[src/rtl/snd_bus_pkg.sv]
// Shared constants and decode helper for the sound-board CPU bus front end.
// No logic or latency; no flow control.
// Used by the 7442 decoder and by snd_bus_ram.
package snd_bus_pkg;

    localparam int          DEC_W    = 10;
    localparam logic [15:0] RAM_BASE = 16'h0000;
    localparam int          PIA_A10  = 10;
    localparam logic [15:0] ROM_BASE = 16'hF000;

    typedef enum logic {
        ST_IDLE  = 1'b0,
        ST_CLEAR = 1'b1
    } clr_state_t;

    // Decoder input from the top address nibble: the A15 inversion maps 0x0xxx to output 8.
    function automatic logic [3:0] dec_sel(input logic [3:0] hi);
        return {~hi[3], hi[2:0]};
    endfunction

    localparam int DEC_LO  = 0;
    localparam int DEC_RAM = int'(dec_sel(RAM_BASE[15:12]));
    localparam int DEC_ROM = int'(dec_sel(ROM_BASE[15:12]));

endpackage

[src/rtl/bcd_dec_7442.sv]
// BCD 1-of-10 decoder with active-low outputs; codes 10..15 leave every output high.
// Latency: combinational.
// Backpressure: none.
module bcd_dec_7442
    import snd_bus_pkg::*;
(
    input  logic [3:0]       d,
    output logic [DEC_W-1:0] dec_n
);

    always_comb begin
        dec_n = '1;
        for (int k = 0; k < DEC_W; k++) begin
            dec_n[k] = (d != 4'(k));
        end
    end

endmodule

[src/rtl/snd_bus_ram.sv]
// Sound CPU bus front end: 7442 decode, RAM/PIA/ROM selects, mirrored scratch RAM, read mux.
// Latency: selects and read data combinational; RAM writes land on the next rising clk.
// Backpressure: none; busy flags the optional RAM_CLEAR_ON_RESET_EN sweep, during which CPU writes are dropped.
module snd_bus_ram
    import snd_bus_pkg::*;
#(
    parameter int RAM_AW = 7
) (
    input  logic             clk,
    input  logic             rst_n,
    input  logic [15:0]      addr,
    input  logic             vma,
    input  logic             rw,
    input  logic [7:0]       wdata,
    input  logic [7:0]       pia_rdata,
    input  logic [7:0]       rom_rdata,
    output logic [7:0]       rdata,
    output logic             ram_cs,
    output logic             pia_cs,
    output logic             rom_cs,
    output logic [DEC_W-1:0] dec_n,
    output logic             busy
);

    logic [7:0]        mem [2**RAM_AW];
    logic [7:0]        ram_q;
    logic [RAM_AW-1:0] ram_idx;
    logic              cpu_we;
    logic              unused_addr;

    bcd_dec_7442 u_dec (
        .d     (dec_sel(addr[15:12])),
        .dec_n (dec_n)
    );

    // The RAM window is 256 bytes but the array is smaller, so upper offset bits alias.
    assign unused_addr = &{1'b0, addr[7]};
    assign ram_idx     = addr[RAM_AW-1:0];

    assign ram_cs = (addr[11:8] == RAM_BASE[11:8]) & ~dec_n[DEC_RAM] & vma;
    assign pia_cs = ~(dec_n[DEC_LO] & dec_n[DEC_RAM]) & addr[PIA_A10] & vma;
    assign rom_cs = ~dec_n[DEC_ROM] & vma;

    assign ram_q  = mem[ram_idx];
    assign cpu_we = ram_cs & ~rw & ~busy & rst_n;

    always_comb begin
        rdata = rom_rdata;
        if (pia_cs) begin
            rdata = pia_rdata;
        end else if (ram_cs) begin
            rdata = ram_q;
        end
    end

`ifdef RAM_CLEAR_ON_RESET_EN
    clr_state_t        state;
    logic [RAM_AW-1:0] clr_ptr;
    logic              clr_we;

    // Reset parks the sweep at address 0; it starts walking on the first edge after release.
    always_ff @(posedge clk or negedge rst_n) begin
        if (!rst_n) begin
            state   <= ST_CLEAR;
            clr_ptr <= '0;
            busy    <= 1'b1;
        end else begin
            case (state)
                ST_CLEAR: begin
                    clr_ptr <= clr_ptr + RAM_AW'(1);
                    if (clr_ptr == '1) begin
                        state <= ST_IDLE;
                        busy  <= 1'b0;
                    end
                end
                default: begin
                    busy <= 1'b0;
                end
            endcase
        end
    end

    assign clr_we = (state == ST_CLEAR) & rst_n;

    always_ff @(posedge clk) begin
        if (clr_we) begin
            mem[clr_ptr] <= '0;
        end else if (cpu_we) begin
            mem[ram_idx] <= wdata;
        end
    end
`else
    assign busy = 1'b0;

    always_ff @(posedge clk) begin
        if (cpu_we) begin
            mem[ram_idx] <= wdata;
        end
    end
`endif

endmodule

[config.mk]
export PLATFORM = sky130hd
export DESIGN_NAME = snd_bus_ram
export DESIGN_NICKNAME = d
export VERILOG_FILES = /design/src/rtl/snd_bus_pkg.sv /design/src/rtl/bcd_dec_7442.sv /design/src/rtl/snd_bus_ram.sv
export SDC_FILE = /design/constraint.sdc
export NUM_CORES = 1
export LEC_CHECK = 0
export BUFFER_PORTS_ARGS = -buffer_cell sky130_fd_sc_hd__buf_4
export CORE_UTILIZATION = 50
export CTS_CLUSTER_SIZE = 30
export DETAILED_ROUTE_END_ITERATION = 8
export HOLD_SLACK_MARGIN = 0.02
export PLACE_DENSITY = 0.66
export SETUP_SLACK_MARGIN = 0.4
export SYNTH_ARGS = -nofsm -noshare
export SYNTH_HDL_FRONTEND = slang
export SYNTH_HIERARCHICAL = 1
export SYNTH_SLANG_ARGS = --single-unit
[constraint.sdc]
create_clock -name clk -period 5 [get_ports clk]
set_input_delay 0.75 -clock clk [delete_from_list [all_inputs] [get_ports clk]]
set_output_delay 0.75 -clock clk [all_outputs]
set_load 0.01 [all_outputs]
**Yosys cells after proc, flatten, opt, wreduce, memory -nomap -nowiden**

Memories as Yosys holds them, arrays and structs flattened.
Index checks and enable logic that the tools add are counted.

- Reductions and logical operators: 2
- Equal/unequal tests: 9
- Muxes and demuxes: 4
- Bitwise gates (word level): 13

Operators by type and width:

| cell | count |
|---|---|
| $mux W8 | 2 |
| $ne A4 B3 Y1 const B | 4 |
| $and A1 B1 Y1 | 8 |
| $ne A4 B2 Y1 const B | 2 |
| $ne A4 B4 Y1 const B | 2 |
| $not A1 Y1 | 5 |
| $logic_not A4 Y1 | 1 |
| $ne A4 B1 Y1 const B | 1 |
| $reduce_bool A4 Y1 | 1 |
| $mux W1 | 2 |

- RAM bits: 1,024
- Memories: 1
- Output and inout bits: 22
- Register bits after elaboration: 0

Memory list:

| memory | depth | width | rd ports | clocked after Yosys merged registers in | wr ports | line | text |
|---|---|---|---|---|---|---|---|
| mem | 128 | 8 | 1 | 0 | 1 | snd_bus_ram.sv:25 | `logic [7:0] mem [2**RAM_AW];` |

**Depth between registers and ports, before layout**

Gate-level depths: netlist of the first run.

- Depth in word-level cells: 9
- Mapped depth: 12

**Cells and area by module**

The synthesis of the first run kept the hierarchy.

Modules (own cells, without submodules):

| module | cells each | instances | area each (µm²) | seq. area each (µm²) |
|---|---|---|---|---|
| snd_bus_ram | 2,372 | 1 | 40,667.8 | 30,749.5 |
| bcd_dec_7442 | 10 | 1 | 101.3 | 0.0 |

**Least setup slack after synthesis of the first run**

No wires, ideal clock.

- Path type: input -> output
- From: in addr[15]
- To: out rdata[3]
- Stages: 9
- Data required time: 4,250 ps
- Setup slack: 1,405 ps
- Arrival time: 2,845 ps
- Cell sequence: inv_1 > or4b_1 > nand4b_1 > inv_1 > clkbuf_1 > o31ai_1 > nor4_1 > o2111a_1 > a21oi_1

- Longest elaborated chain between the ends: 7

RTL lines:

| element | line | text |
|---|---|---|
| from (decl) | snd_bus_ram.sv:11 | `input logic [15:0] addr,` |
| $not A1 Y1 | snd_bus_pkg.sv:18 | `return {~hi[3], hi[2:0]};` |
| $ne A4 B4 Y1 | bcd_dec_7442.sv:14 | `dec_n[k] = (d != 4'(k));` |
| via dec_n[8] | snd_bus_ram.sv:21 | `output logic [DEC_W-1:0] dec_n,` |
| $not A1 Y1 | snd_bus_ram.sv:40 | `assign ram_cs = (addr[11:8] == RAM_BASE[11:8]) & ~dec_n[DEC_RAM] & vma;` |
| $and A1 B1 Y1 (2 in a row) | snd_bus_ram.sv:40 |  |
| via ram_cs | snd_bus_ram.sv:18 | `output logic ram_cs,` |
| $mux W8 | snd_bus_ram.sv:51 | `end else if (ram_cs) begin` |
| $mux W8 | snd_bus_ram.sv:49 | `if (pia_cs) begin` |
| to (decl) | snd_bus_ram.sv:17 | `output logic [7:0] rdata,` |

The timed path passes the listed nets, and every way through them passes these cells.

**Worst setup path after layout of the first run**

- From: in addr[0]
- To: out rdata[2]

- Longest elaborated chain between the ends: 3

RTL lines:

| element | line |
|---|---|
| $mem_v2 Z128 W8 | -- |
| $mux W8 | snd_bus_ram.sv:51 |
| $mux W8 | snd_bus_ram.sv:49 |

Every way passes these cells.

==> results of run 1 <==
## cells in the mapped netlist (20+ instances only)
library cell | n | area (um^2)
nor2_1 | 191 | 717
mux4_2 | 62 | 1400
edfxtp_1 | 1024 | 30700
nand2_1 | 114 | 428
buf_2 | 58 | 290
clkbuf_1 | 52 | 195
a21oi_1 | 96 | 480
a22oi_1 | 81 | 608
o21ai_0 | 63 | 315
buf_6 | 20 | 225
buf_4 | 34 | 255
a22o_1 | 26 | 228
a221oi_1 | 89 | 780
mux2_2 | 56 | 631
mux2i_1 | 96 | 961
## power by group through the flow
stage,Combinational (mW),Clock (mW),Sequential (mW)
after global routing,1.08,7.83,9.44
after detailed placement,1.01,0,9.62
after floorplan,0.500,0,9.63
final,1.05,7.50,9.44
after CTS,1.01,7.51,9.44
after global placement,0.991,0,9.62
## path summary, 6_finish.rpt
kind,end,slack (ns),start
max,rdata[2],0.37,addr[0]
min,mem[46][2]$_DFFE_PP_,0.68,wdata[2]
## layer usage
| metal | vias up | wire, um |
|---|---|---|
| li1 | 10000 | - |
| met1 | 12500 | 45100 |
| met3 | 328 | 15700 |
| met4 | 10 | 5880 |
| met5 | - | 107 |
| met2 | 1795 | 54900 |
## worst max-delay path: stages
cell	delay (ns)
clkbuf_8	0.29
and3b_1	0.58
a2111oi_0	0.92
a211oi_1	0.21
nor4_4	0.52
buf_4	0.19
o22ai_1	0.15
buf_4	0.23
## area by class of cell
class / instances / area, um^2 / share of cell area (%)
sequential: 1024 / 30700 / 66.4
multi-input combinational: 1177 / 9030 / 19.5
clock buffer: 117 / 2540 / 5.50
timing repair buffer: 228 / 1930 / 4.17
tap: 1060 / 1330 / 2.86
clock inverter: 63 / 676 / 1.46
inverter: 11 / 41.3 / 0.0892
antenna: 1 / 2.50 / 0.00540
## timing repair
item	in CTS	in global routing
cloned	0	2
setup buffers	0	2
endpoints found under the setup margin	1	3
pin swaps	0	2
resized for setup	2	4
## cells by family after synthesis
kind of cell / Yosys count / synth area share (%)
muxes: 218 / 7.46
other: 1 / 0.00920
and+or+nand+nor: 431 / 5.03
DFF: 1024 / 75.4
buffers and inverters: 182 / 2.59
AOI/OAI and AO/OA: 526 / 9.49
## placed cells by master (no fill, tap or decap), drive strengths merged, types with 26 or more instances in the layout
| cell type | count |
|---|---|
| a22oi | 81 |
| a221oi | 96 |
| clkinv | 45 |
| mux2 | 60 |
| buf | 226 |
| nor2 | 194 |
| o21ai | 66 |
| edfxtp | 1024 |
| clkbuf | 119 |
| mux2i | 96 |
| mux4 | 62 |
| a21oi | 96 |
| nand2 | 114 |
| a22o | 26 |
## stage by stage
stage / std cells / instance area, um^2 / setup TNS [ns]
3_5_place_dp: 3496 / 43000 / 0
2_1_floorplan: 2382 / 40800 / 0
4_1_cts: 3676 / 46200 / 0
5_1_grt: 3680 / 46300 / 0
3_3_place_gp: 3496 / 43000 / -0.0402
6_report: 3681 / 46300 / 0
==> results.sh, run 1 <==
export IMPL_maxCapViolations=0
export IMPL_core_mm2=0.0805
export IMPL_syn_cell_area_mm2=0.0408
export IMPL_status="completed"
export IMPL_antenna_found_initial=6
export IMPL_wl_per_cell_um=33.1
export IMPL_static_leakage_power_nw=14.8
export IMPL_pwr_share_clk_pct=41.7
export IMPL_p_int_mw=14.0
export IMPL_cts_max_level=3
export IMPL_p_seq_share_pct=52.5
export IMPL_hp_class="in -> reg"
export IMPL_hold_path_cell_count=1
export IMPL_portBuffers=63
export IMPL_cts_tree="done"
export IMPL_critical_path_required_ns=4.25
export IMPL_largest_reg_flops=1024
export IMPL_ant_nets=0
export IMPL_cp_start_kind="input pin"
export IMPL_preCtsSetupSlack_ns=0.0237
export IMPL_syn_avg_cell_area_um2=17.1
export IMPL_rsz0062_at_grt="no"
export IMPL_regMostFlops="mem"
export IMPL_peakVddDrop_uv=266
export IMPL_ys_seq_area_share_pct=75.4
export IMPL_cts_buffers=99
export IMPL_drt_iter0_markers=3973
export IMPL_min_period_ns=4.63
export IMPL_worstPathMaxFanout=28
export IMPL_cts_sinks=1024
export IMPL_critPathCaptureType="primary output"
export IMPL_io_pins=66
export IMPL_grt_use_met3_pct=7.29
export IMPL_dp_hpwl_um=75300
export IMPL_hold_viol=0
export IMPL_whs_ns=0.679
export IMPL_worst_slew_pin_slew_ns=1.07
export IMPL_grt_max_degree=92
export IMPL_globalRouteMet2Util_pct=43.9
export IMPL_clock_path_buffers=3
export IMPL_grt_usage_pct=29.3
export IMPL_p_switching_mw=3.96
export IMPL_worst_slack_ns=0.368
export IMPL_syn_nets=2426
export IMPL_hold_buffers=0
export IMPL_grt_pass1_wl_um=172000
export IMPL_drc=0
export IMPL_drive_gt1_share_pct=20.3
export IMPL_p_total_mw=18.0
export IMPL_arrival_ns=3.88
export IMPL_overflow=0
export IMPL_synth_cells=2382
export IMPL_die_area_mm2=0.0827
export IMPL_num_vias=24700
export IMPL_synth_distinct_cells=86
export IMPL_post_route_period_util_pct=92.6
export IMPL_cts_root_buffer="clkbuf_16"
export IMPL_p_comb_share_pct=5.8
export IMPL_rows=104
export IMPL_synth_edf_count=1024
export IMPL_area_growth_pct=13.6
export IMPL_yosys_register_bits=1024
export IMPL_viasPerCell=6.70
export IMPL_async_flop_share_pct=0
export IMPL_fp_dieW_um=288
export IMPL_grt_pass1_vias=23900
export IMPL_final_util_pct=57.5
export IMPL_gr_max_usage_layer="met2"
export IMPL_reg_top3="mem: 1024 flops"
export IMPL_drv_slew=0
export IMPL_gp_congestion=0.907
export IMPL_switching_share_pct=22.0
export IMPL_critPathKind="in -> out"
export IMPL_max_freq_mhz=216
export IMPL_grt_met1_usage_pct=40.6
export IMPL_start_util_pct=50.6
export IMPL_synth_ff_type="edfxtp_1"
export IMPL_nets=2585
export IMPL_routed_wl_um=122000
export IMPL_yosysWarnings=6
export IMPL_relSlewSlack_pct=28.4
export IMPL_setup_viol=0
export IMPL_powerDensity_mw_per_mm2=389
export IMPL_clkSlewWorstSetupHoldPaths_ns=0.06
export IMPL_fillers=5952
export IMPL_die_h_um=288
export IMPL_drtPass1Iterations=9
No activity file was read; power rests on OpenSTA's default activity.
==> run 2: changes to the inputs <==
- ABC_CLOCK_PERIOD_IN_PS: default -> 5000
- CORE_MARGIN: default -> 2
- SYNTH_HIERARCHICAL: 1 -> default
==> run 2 against run 1 <==
  * Sequential power about the same
  * Via count fell by 1.6%
  * Combinational power hardly changed
  * Largest power group unchanged
  * Highest routed layer unchanged
==> results.sh, run 2 <==
export IMPL_min_from="wdata[4]"
export IMPL_dpl_instance_area_mm2=0.0430
export IMPL_hp_class="in -> reg"
export IMPL_die_h_um=288
export IMPL_cts_max_level=3
export IMPL_cts_root_buffer="clkbuf_16"
export IMPL_start_util_pct=50.3
export IMPL_core_mm2=0.0802
export IMPL_worstPathCellList="buf_6 > buf_12 > nor2_4 > buf_4 > buf_4 > a21oi_1 > o21ai_0 > nand2_1 > o21ai_0 > a21oi_1 > buf_4"
export IMPL_static_leakage_power_nw=14.8
export IMPL_ys_seq_area_share_pct=76.3
export IMPL_critical_path_required_ns=4.25
export IMPL_setup_tns_ns=0
export IMPL_synth_ff_type="edfxtp_1"
export IMPL_cts_tree="done"
export IMPL_layout_commonest_cell="edfxtp_1"
export IMPL_io_pins=66
export IMPL_nets=2551
export IMPL_p_int_mw=13.9
export IMPL_powerDensity_mw_per_mm2=385
export IMPL_grt_pass1_vias=23300
export IMPL_syn_cell_area_mm2=0.0403
export IMPL_wl_per_cell_um=32.1
export IMPL_fp_dieW_um=288
export IMPL_preCtsSetupSlack_ns=0.236
export IMPL_cpPeakStageDelay_ns=0.84
export IMPL_die_area_mm2=0.0829
export IMPL_cts_sinks=1024
export IMPL_relSlewSlack_pct=28.8
export IMPL_worst_slack_ns=0.356
export IMPL_drv_slew=0
export IMPL_maxCapViolations=0
export IMPL_viasPerCell=6.65
export IMPL_post_route_period_util_pct=92.9
export IMPL_setup_viol=0
export IMPL_gp_congestion=0.932
export IMPL_cp_start_kind="input pin"
export IMPL_drt_iter0_markers=3698
export IMPL_hold_path_cell_count=1
export IMPL_layout_cells_non_filler=3649
export IMPL_cpMostUsedCell="buf_4"
export IMPL_synth_top_area_share_pct=76.3
export IMPL_dp_cells=3466
export IMPL_grt_max_degree=89
export IMPL_arrival_ns=3.89
export IMPL_cp_slowest_cell="o21ai_0"
export IMPL_postCtsSetupRepairBufs=0
export IMPL_num_vias=24300
export IMPL_switching_share_pct=22.1
export IMPL_clkSlewWorstSetupHoldPaths_ns=0.06
export IMPL_p_switching_mw=3.93
export IMPL_dp_hpwl_um=73800
export IMPL_syn_nets=2370
export IMPL_syn_avg_cell_area_um2=17.3
export IMPL_min_period_ns=4.64
export IMPL_peakVddDrop_uv=310
export IMPL_rows=104
export IMPL_portBuffers=63
export IMPL_synthTopCellsByCount="1024 x edfxtp_1, 186 x nor2_1, 133 x a221oi_1"
export IMPL_synth_distinct_cells=67
export IMPL_hold_viol=0
export IMPL_p_total_mw=17.8
export IMPL_antenna_found_initial=1
export IMPL_rsz0062_at_grt="yes"
export IMPL_yosysTopAreaCell="edfxtp_1"
export IMPL_ant_nets=0
export IMPL_yosysWarnings=0
export IMPL_clock_path_buffers=3
export IMPL_synth_cells=2326
export IMPL_drive_gt1_share_pct=21.5
export IMPL_regMostFlops="mem"
export IMPL_routed_wl_um=117000
export IMPL_drc=0
export IMPL_cts_buffers=99
export IMPL_worst_slew_pin_slew_ns=1.06
export IMPL_async_flop_share_pct=0
export IMPL_grt_pass1_wl_um=168000
export IMPL_status="completed"
export IMPL_max_freq_mhz=215
export IMPL_layout_common_cells="1024 x edfxtp_1, 220 x buf_4, 184 x nor2_1"
export IMPL_ys_top_cells_by_area="edfxtp_1 76%, mux4_2 4.0%, a221oi_1 2.9%"
export IMPL_synth_edf_count=1024
export IMPL_whs_ns=0.651
export IMPL_p_seq_share_pct=53.1
export IMPL_reg_top3="mem: 1024 flops"
export IMPL_overflow=0
export IMPL_largest_reg_flops=1024
export IMPL_grt_usage_pct=28.4
export IMPL_critPathKind="in -> out"
export IMPL_yosysMostFrequentCell="edfxtp_1"
export IMPL_hold_end="mem[9][4]$_DFFE_PP_"
export IMPL_pwr_share_clk_pct=40.9
export IMPL_p_comb_share_pct=6.0
export IMPL_area_growth_pct=14.5
export IMPL_critPathCaptureType="primary output"
export IMPL_stdcell_area_mm2=0.0462
export IMPL_drtPass1Iterations=6
export IMPL_yosys_register_bits=1024
export IMPL_worstPathMaxFanout=27
export IMPL_final_util_pct=57.6
==> run 2: changes by cell type after synthesis, moves of 10 or more <==
cell | before | now
buf_4 | 34 | 22
a221o_1 | 13 | 24
clkbuf_1 | 52 | 67
a211oi_1 | 18 | 8
a221oi_1 | 89 | 133
o22ai_1 | 14 | 30
mux4_2 | 62 | 72
mux2_2 | 56 | 71
a22oi_1 | 81 | 55
buf_6 | 20 | 2
a21oi_1 | 96 | 68
o21ai_0 | 63 | 74
==> run 2: what timing repair did <==
action | CTS | global route
pin swaps | 0 | 1
gates resized for setup | 3 | 8
hold buffers | 0 | 0
endpoints found under the hold margin | 0 | 0
endpoints found under the setup margin | 3 | 5
==> run 2: per-layer routing <==
layer / track usage, % / vias to the layer above / share of wire (%)
li1: - / 9862 / -
met1: 39.6 / 12400 / 38
met2: 43.2 / 1734 / 46
met3: 6.85 / 306 / 12
met4: 11.4 / 2 / 4.2
met5: 0.756 / - / 0.076
==> run 2: worst max path at each step <==
stage	startpoint	end	slack (ns)	cells after the start
after detailed placement	addr[0]	rdata[7]	0.24	11
final	addr[0]	rdata[3]	0.36	11
after CTS	addr[0]	rdata[7]	0.40	11
after global placement	addr[0]	rdata[7]	0.13	11
after global routing	addr[0]	rdata[1]	0.39	12
after floorplan	addr[2]	rdata[5]	1.49	10
==> run 2: cell type report <==
type	instances	area (um^2)
Inverter	10	37.5
Sequential cell	1024	30700
Clock inverter	64	534
Multi-Input combinational cell	1131	8860
Clock buffer	118	2590
Tap cell	1060	1330
Antenna cell	1	2.50
Fill cell	5986	34000
Timing Repair Buffer	241	2060
==> run 2: critical path, delay by kind of cell <==
family                 cells  cell delay (ns)
AOI/OAI and AO/OA          4             1.29
and+or+nand+nor            2             0.61
buffers and inverters      5             1.17
==> run 2: cells by family after synthesis <==
family | synth area share [%]
flops | 76.3
compound gates | 9.05
simple gates | 4.26
mux | 8.39
buf+inv | 2.03
other cells | 0.00930
==> run 2: power by group through the flow <==
stage / clock (mW) / sequential, mW / combinational, mW
4_1_cts: 7.32 / 9.44 / 1.04
3_5_place_dp: 0 / 9.62 / 1.03
2_1_floorplan: 0 / 9.63 / 0.485
3_3_place_gp: 0 / 9.62 / 1.02
6_report: 7.28 / 9.44 / 1.07
5_1_grt: 7.63 / 9.44 / 1.10
